$ cat config.mk
export PLATFORM = sky130hd
export DESIGN_NAME = interrupt_controller_flat
export DESIGN_NICKNAME = d
export VERILOG_FILES = /design/src/rtl/interrupt_controller_if.sv /design/src/rtl/interrupt_controller.sv /design/src/flat_wrapper.sv
export SDC_FILE = /design/constraint.sdc
export NUM_CORES = 1
export LEC_CHECK = 0
export BUFFER_PORTS_ARGS = -buffer_cell sky130_fd_sc_hd__buf_2
export CELL_PAD_IN_SITES_DETAIL_PLACEMENT = 0
export CELL_PAD_IN_SITES_GLOBAL_PLACEMENT = 1
export CORE_MARGIN = 2
export CORE_UTILIZATION = 30
export CTS_CLUSTER_DIAMETER = 40
export DETAILED_ROUTE_END_ITERATION = 12
export PLACE_DENSITY_LB_ADDON = 0.1
export SLEW_MARGIN = 5
export SYNTH_ARGS = -nofsm -noshare
export SYNTH_HDL_FRONTEND = slang
export SYNTH_SLANG_ARGS = --single-unit
$ cat constraint.sdc
create_clock -name clk -period 1.2 [get_ports clk]
set_clock_uncertainty 0.05 [all_clocks]
set_input_delay 0.06 -clock clk [delete_from_list [all_inputs] [get_ports clk]]
set_output_delay 0.06 -clock clk [all_outputs]
set_load 0.005 [all_outputs]
$ cat src/rtl/interrupt_controller_if.sv
// Bus between the interrupt controller and its host (Program_Counter / CSR side).
// master = host side driving requests and handshakes, slave = the controller.
interface interrupt_controller_if;
  logic [3:0] irq;
  logic       mask_we;
  logic [3:0] mask_wdata;
  logic       int_ack;
  logic       rti;
  logic       interrupt_signal;
  logic [7:0] interrupt_vector_addr;
  logic [1:0] active_id;
  logic [3:0] pending;
  logic [3:0] mask;
  logic       busy;

  modport master (
    output irq, mask_we, mask_wdata, int_ack, rti,
    input  interrupt_signal, interrupt_vector_addr, active_id, pending, mask, busy
  );

  modport slave (
    input  irq, mask_we, mask_wdata, int_ack, rti,
    output interrupt_signal, interrupt_vector_addr, active_id, pending, mask, busy
  );
endinterface

$ cat src/rtl/interrupt_controller.sv
// 4-source fixed-priority interrupt controller (IDLE/REQUEST/SERVICE, no nesting).
// Define INTC_EDGE_DETECT_EN for edge-latched pending bits; default is level-sensitive.
module interrupt_controller #(
  parameter logic [7:0] VECTOR_BASE   = 8'hF0,
  parameter logic [7:0] VECTOR_STRIDE = 8'd4
) (
  input logic             clk,
  input logic             reset,
  interrupt_controller_if.slave bus
);

  typedef enum logic [1:0] {IDLE, REQUEST, SERVICE} state_t;

  state_t     state_q;
  logic [3:0] irq_q;
  logic [3:0] pending_q, pending_d;
  logic [3:0] mask_q, mask_d;
  logic [3:0] eligible;
  logic [1:0] sel_id;
  logic [7:0] sel_vector;
  logic [1:0] active_id_q;
  logic [7:0] vector_q;
  logic       interrupt_signal_q;
  logic       busy_q;

`ifdef INTC_EDGE_DETECT_EN
  logic [3:0] irq_prev_q;
  logic [3:0] ack_clr;

  always_ff @(posedge clk or negedge reset) begin
    if (!reset) irq_prev_q <= 4'b0000;
    else        irq_prev_q <= irq_q;
  end
`endif

  always_ff @(posedge clk or negedge reset) begin
    if (!reset) begin
      irq_q     <= 4'b0000;
      pending_q <= 4'b0000;
      mask_q    <= 4'b0000;
    end else begin
      irq_q     <= bus.irq;
      pending_q <= pending_d;
      mask_q    <= mask_d;
    end
  end

  always_comb begin
    mask_d = mask_q;
    if (bus.mask_we) mask_d = bus.mask_wdata;
  end

  for (genvar gi = 0; gi < 4; gi++) begin : g_pending
`ifdef INTC_EDGE_DETECT_EN
    // A new rising edge in the acknowledge cycle keeps the bit set.
    assign ack_clr[gi]   = (state_q == REQUEST) && bus.int_ack && (active_id_q == 2'(gi));
    assign pending_d[gi] = (irq_q[gi] & ~irq_prev_q[gi]) | (pending_q[gi] & ~ack_clr[gi]);
`else
    assign pending_d[gi] = irq_q[gi];
`endif
  end

  assign eligible = pending_q & mask_q;

  // Lowest index wins: scan from the top so the last hit is the lowest bit.
  always_comb begin
    sel_id = 2'd0;
    for (int i = 3; i >= 0; i--) begin
      if (eligible[i]) sel_id = 2'(i);
    end
    sel_vector = VECTOR_BASE + (8'(sel_id) * VECTOR_STRIDE);
  end

  always_ff @(posedge clk or negedge reset) begin
    if (!reset) begin
      state_q            <= IDLE;
      active_id_q        <= 2'd0;
      vector_q           <= VECTOR_BASE;
      interrupt_signal_q <= 1'b0;
      busy_q             <= 1'b0;
    end else begin
      case (state_q)
        IDLE: begin
          if (|eligible) begin
            state_q            <= REQUEST;
            active_id_q        <= sel_id;
            vector_q           <= sel_vector;
            interrupt_signal_q <= 1'b1;
            busy_q             <= 1'b1;
          end
        end
        REQUEST: begin
          if (bus.int_ack) begin
            state_q            <= SERVICE;
            interrupt_signal_q <= 1'b0;
          end
        end
        SERVICE: begin
          // Returning to IDLE here guarantees one IDLE cycle before re-arbitration.
          if (bus.rti) begin
            state_q <= IDLE;
            busy_q  <= 1'b0;
          end
        end
        default: begin
          state_q            <= IDLE;
          interrupt_signal_q <= 1'b0;
          busy_q             <= 1'b0;
        end
      endcase
    end
  end

  assign bus.interrupt_signal      = interrupt_signal_q;
  assign bus.interrupt_vector_addr = vector_q;
  assign bus.active_id             = active_id_q;
  assign bus.pending               = pending_q;
  assign bus.mask                  = mask_q;
  assign bus.busy                  = busy_q;

endmodule

$ cat src/flat_wrapper.sv
// flat-port wrapper written by rule: the top's interface ports become plain ports
module interrupt_controller_flat 
#(
  parameter logic [7:0] VECTOR_BASE   = 8'hF0,
  parameter logic [7:0] VECTOR_STRIDE = 8'd4
)
  (clk, reset, bus_irq, bus_mask_we, bus_mask_wdata, bus_int_ack, bus_rti, bus_interrupt_signal, bus_interrupt_vector_addr, bus_active_id, bus_pending, bus_mask, bus_busy);
  interrupt_controller_if bus_i ();
  input logic clk;
  input logic reset;
  input wire logic [$bits(bus_i.irq)-1:0] bus_irq;
  input wire logic [$bits(bus_i.mask_we)-1:0] bus_mask_we;
  input wire logic [$bits(bus_i.mask_wdata)-1:0] bus_mask_wdata;
  input wire logic [$bits(bus_i.int_ack)-1:0] bus_int_ack;
  input wire logic [$bits(bus_i.rti)-1:0] bus_rti;
  output wire logic [$bits(bus_i.interrupt_signal)-1:0] bus_interrupt_signal;
  output wire logic [$bits(bus_i.interrupt_vector_addr)-1:0] bus_interrupt_vector_addr;
  output wire logic [$bits(bus_i.active_id)-1:0] bus_active_id;
  output wire logic [$bits(bus_i.pending)-1:0] bus_pending;
  output wire logic [$bits(bus_i.mask)-1:0] bus_mask;
  output wire logic [$bits(bus_i.busy)-1:0] bus_busy;
  assign bus_i.irq = bus_irq;
  assign bus_i.mask_we = bus_mask_we;
  assign bus_i.mask_wdata = bus_mask_wdata;
  assign bus_i.int_ack = bus_int_ack;
  assign bus_i.rti = bus_rti;
  assign bus_interrupt_signal = bus_i.interrupt_signal;
  assign bus_interrupt_vector_addr = bus_i.interrupt_vector_addr;
  assign bus_active_id = bus_i.active_id;
  assign bus_pending = bus_i.pending;
  assign bus_mask = bus_i.mask;
  assign bus_busy = bus_i.busy;
  interrupt_controller #(.VECTOR_BASE(VECTOR_BASE), .VECTOR_STRIDE(VECTOR_STRIDE)) u_core (.clk(clk), .reset(reset), .bus(bus_i));
endmodule
==> out/metrics.csv <==
metric;value;unit
num_rows;17;
grt_pass1_wl;2.24;mm
crit_type;flop to flop;
cp_max_fo;3;
ant_nets;0;
antennaDiodeCount;0;
clock_sinks;18;
cellPowerDensity;1620;nW/um^2
finalHoldViolCount;0;
min_period;1.39;ns
place_inst;114;
clk_pin_slew;0.10;ns
die_x;52.4;um
wl;1.35;mm
r2r_slack;-0.19;ns
pwr-share-seq;49.2;%
comb_power_share;29.9;%
ys_types;16;
core;2210;sq um
grt.total_usage;11.3;%
finalCritPeriodShare;115;%
ys_ff_latch;18;
die-height;52.4;um
stdcell_count;129;
grt_max_degree;19;
areaGrowthSynthToFinish;50.1;%
drtPass1Iterations;3;
max_freq;722;MHz
layout_commonest_cell;buf_2;
overflow;0;
synth_area;702;sq um
port_buffers;26;
cp.arrival;1.52;ns
die-area;2740;sq um
clockBufferDepth;2;
io_pins;33;
drcViolationCount;0;
synthCells;55;
p_int;0.00121;W
fin_tns_setup;-0.367;ns
power.leakage;0.522;nW
critPathRequiredTime;1.33;ns
p_clk_share;20.9;%
drv_cap;0;
hold_class;primary input to flop;
worstPathCellList;a22o_1 -> a221o_1 -> a221o_1;
fin_util;47.6;%
crit_path_max_incr_delay;0.38;ns
yosys_warnings;0;
critPathCaptureType;flop;
cts_root_buffer;clkbuf_4;
status;finished, violations left;
p_total;0.00171;W
max-vdd-ir-drop;1.13;mV
start_util;31.7;%
power.switching;0.000498;W
antenna_found_initial;0;
p_sw_share;29.1;%
via_per_inst;4.23;
ys_seq_area_share;64.2;%
clkLatencyLatePin;0.29;ns
cp_common_cell;a221o_1;
startpoint_type;flop;
drt_iter0_drc;3;
wl_per_cell;10.5;um
htreeDepth;1;
drv_slew;0;
setup_viol_count_final;3;
fin_nets;115;
cp_slowest_cell;dfrtp_1;
layout-drive-gt1-share;47.5;%
grt_pass1_vias;519;
vias;546;
place_congestion;0.779;
violations;negative setup slack;
syn-mean-instance-area;12.8;sq um
cts_made_buffers;3;
final_cell_mix;buf_2, dfrtp_1, dlygate4sd3_1, buf_4, conb_1;
setup_slack;-0.186;ns
rsz0062_at_grt;true;
cts_tree;yes;
dpl.hpwl;995;um
[worst max-delay path, delay by kind of cell, from the launching register on]
| family | cells | cell delay (ns) |
|---|---|---|
| AOI/OAI and AO/OA | 3 | 0.86 |
| DFF | 1 | 0.38 |
[cell usage after synthesis]
cell type | count | area, sq um
dfrtp_1 | 18 | 450
buf_4 | 8 | 60.1
nand2_1 | 5 | 18.8
a21oi_1 | 4 | 20.0
mux2_2 | 4 | 45.0
nor2_1 | 3 | 11.3
a221o_1 | 2 | 20.0
conb_1 | 2 | 7.51
o21ai_0 | 2 | 10.0
a21bo_2 | 1 | 10.0
a22o_1 | 1 | 8.76
a22o_2 | 1 | 10.0
a32o_1 | 1 | 10.0
inv_1 | 1 | 3.75
nor2b_1 | 1 | 6.26
o211a_1 | 1 | 10.0
[worst paths after layout]
| path | cells after the start | to | from |
|---|---|---|---|
| hold / removal | 2 | u_core.bus.mask[2] | bus_mask_we |
| setup / recovery | 3 | u_core.bus.interrupt_signal | u_core.bus.pending[3] |
| setup reg to reg | 3 | u_core.bus.interrupt_signal | u_core.bus.pending[3] |
| hold reg to reg | 0 | u_core.bus.pending[3] | u_core.irq_q[3] |
| max in group asynchronous | 2 | u_core.bus.mask[3] | reset |
| min in group asynchronous | 2 | u_core.bus.mask[0] | reset |
[through the flow]
stage                     hold WS [ns]  cell area (sq um)  worst slack [ns]
after global placement         -0.0419                890            -0.186
final                           0.0252               1050            -0.186
after CTS                       0.0187               1050            -0.205
after detailed placement       -0.0423                890            -0.196
after floorplan                 -0.286                717            -0.183
after global routing            0.0111               1050            -0.252
[flip-flops by register name, summed over array words and instances, names as in the netlist]
signal                       count
u_core.irq_q                     4
u_core.bus.active_id             2
u_core.bus.mask                  4
u_core.bus.pending               4
u_core.bus.busy                  1
u_core.bus.interrupt_signal      1
u_core.state_q                   2
[cells by family after synthesis]
| logic type | share of synthesized area [%] |
|---|---|
| flops | 64.2 |
| compound gates | 14.1 |
| simple gates | 5.17 |
| buf+inv | 9.09 |
| mux | 6.42 |
| other cells | 1.07 |
[final cells by class]
| cell class | instances | area (sq um) |
|---|---|---|
| clock buffers | 4 | 36.3 |
| fillers | 224 | 1160 |
| inverters | 1 | 3.75 |
| multi-input cells | 32 | 220 |
| flip-flops and latches | 18 | 450 |
| well taps | 28 | 35.0 |
| repair buffers | 46 | 308 |
[power groups by stage]
stage / Clock (W) / Sequential, W / Combinational, W
after floorplan: 0 / 0.000846 / 0.000285
after global placement: 0 / 0.000840 / 0.000468
after detailed placement: 0 / 0.000843 / 0.000459
after CTS: 0.000376 / 0.000833 / 0.000501
after global routing: 0.000412 / 0.000862 / 0.000583
final: 0.000358 / 0.000840 / 0.000510
[what timing repair did]
action | CTS | global route
hold buffers | 11 | 0
gates resized for setup | 1 | 3
buffers inserted | 1 | 2
endpoints found under the hold margin | 27 | 0
pin swaps | 1 | 3
endpoints found under the setup margin | 3 | 5
[per-layer routing]
| metal | GRT usage [%] | part of all wire, % | vias to the layer above |
|---|---|---|---|
| met5 | 0 | 0 | - |
| met4 | 2.56 | 0.59 | 0 |
| met3 | 5.14 | 8.9 | 2 |
| met2 | 20.6 | 49 | 22 |
| met1 | 11.6 | 42 | 253 |
| li1 | - | - | 269 |
Note: power is estimated with default switching activity, not from simulation.
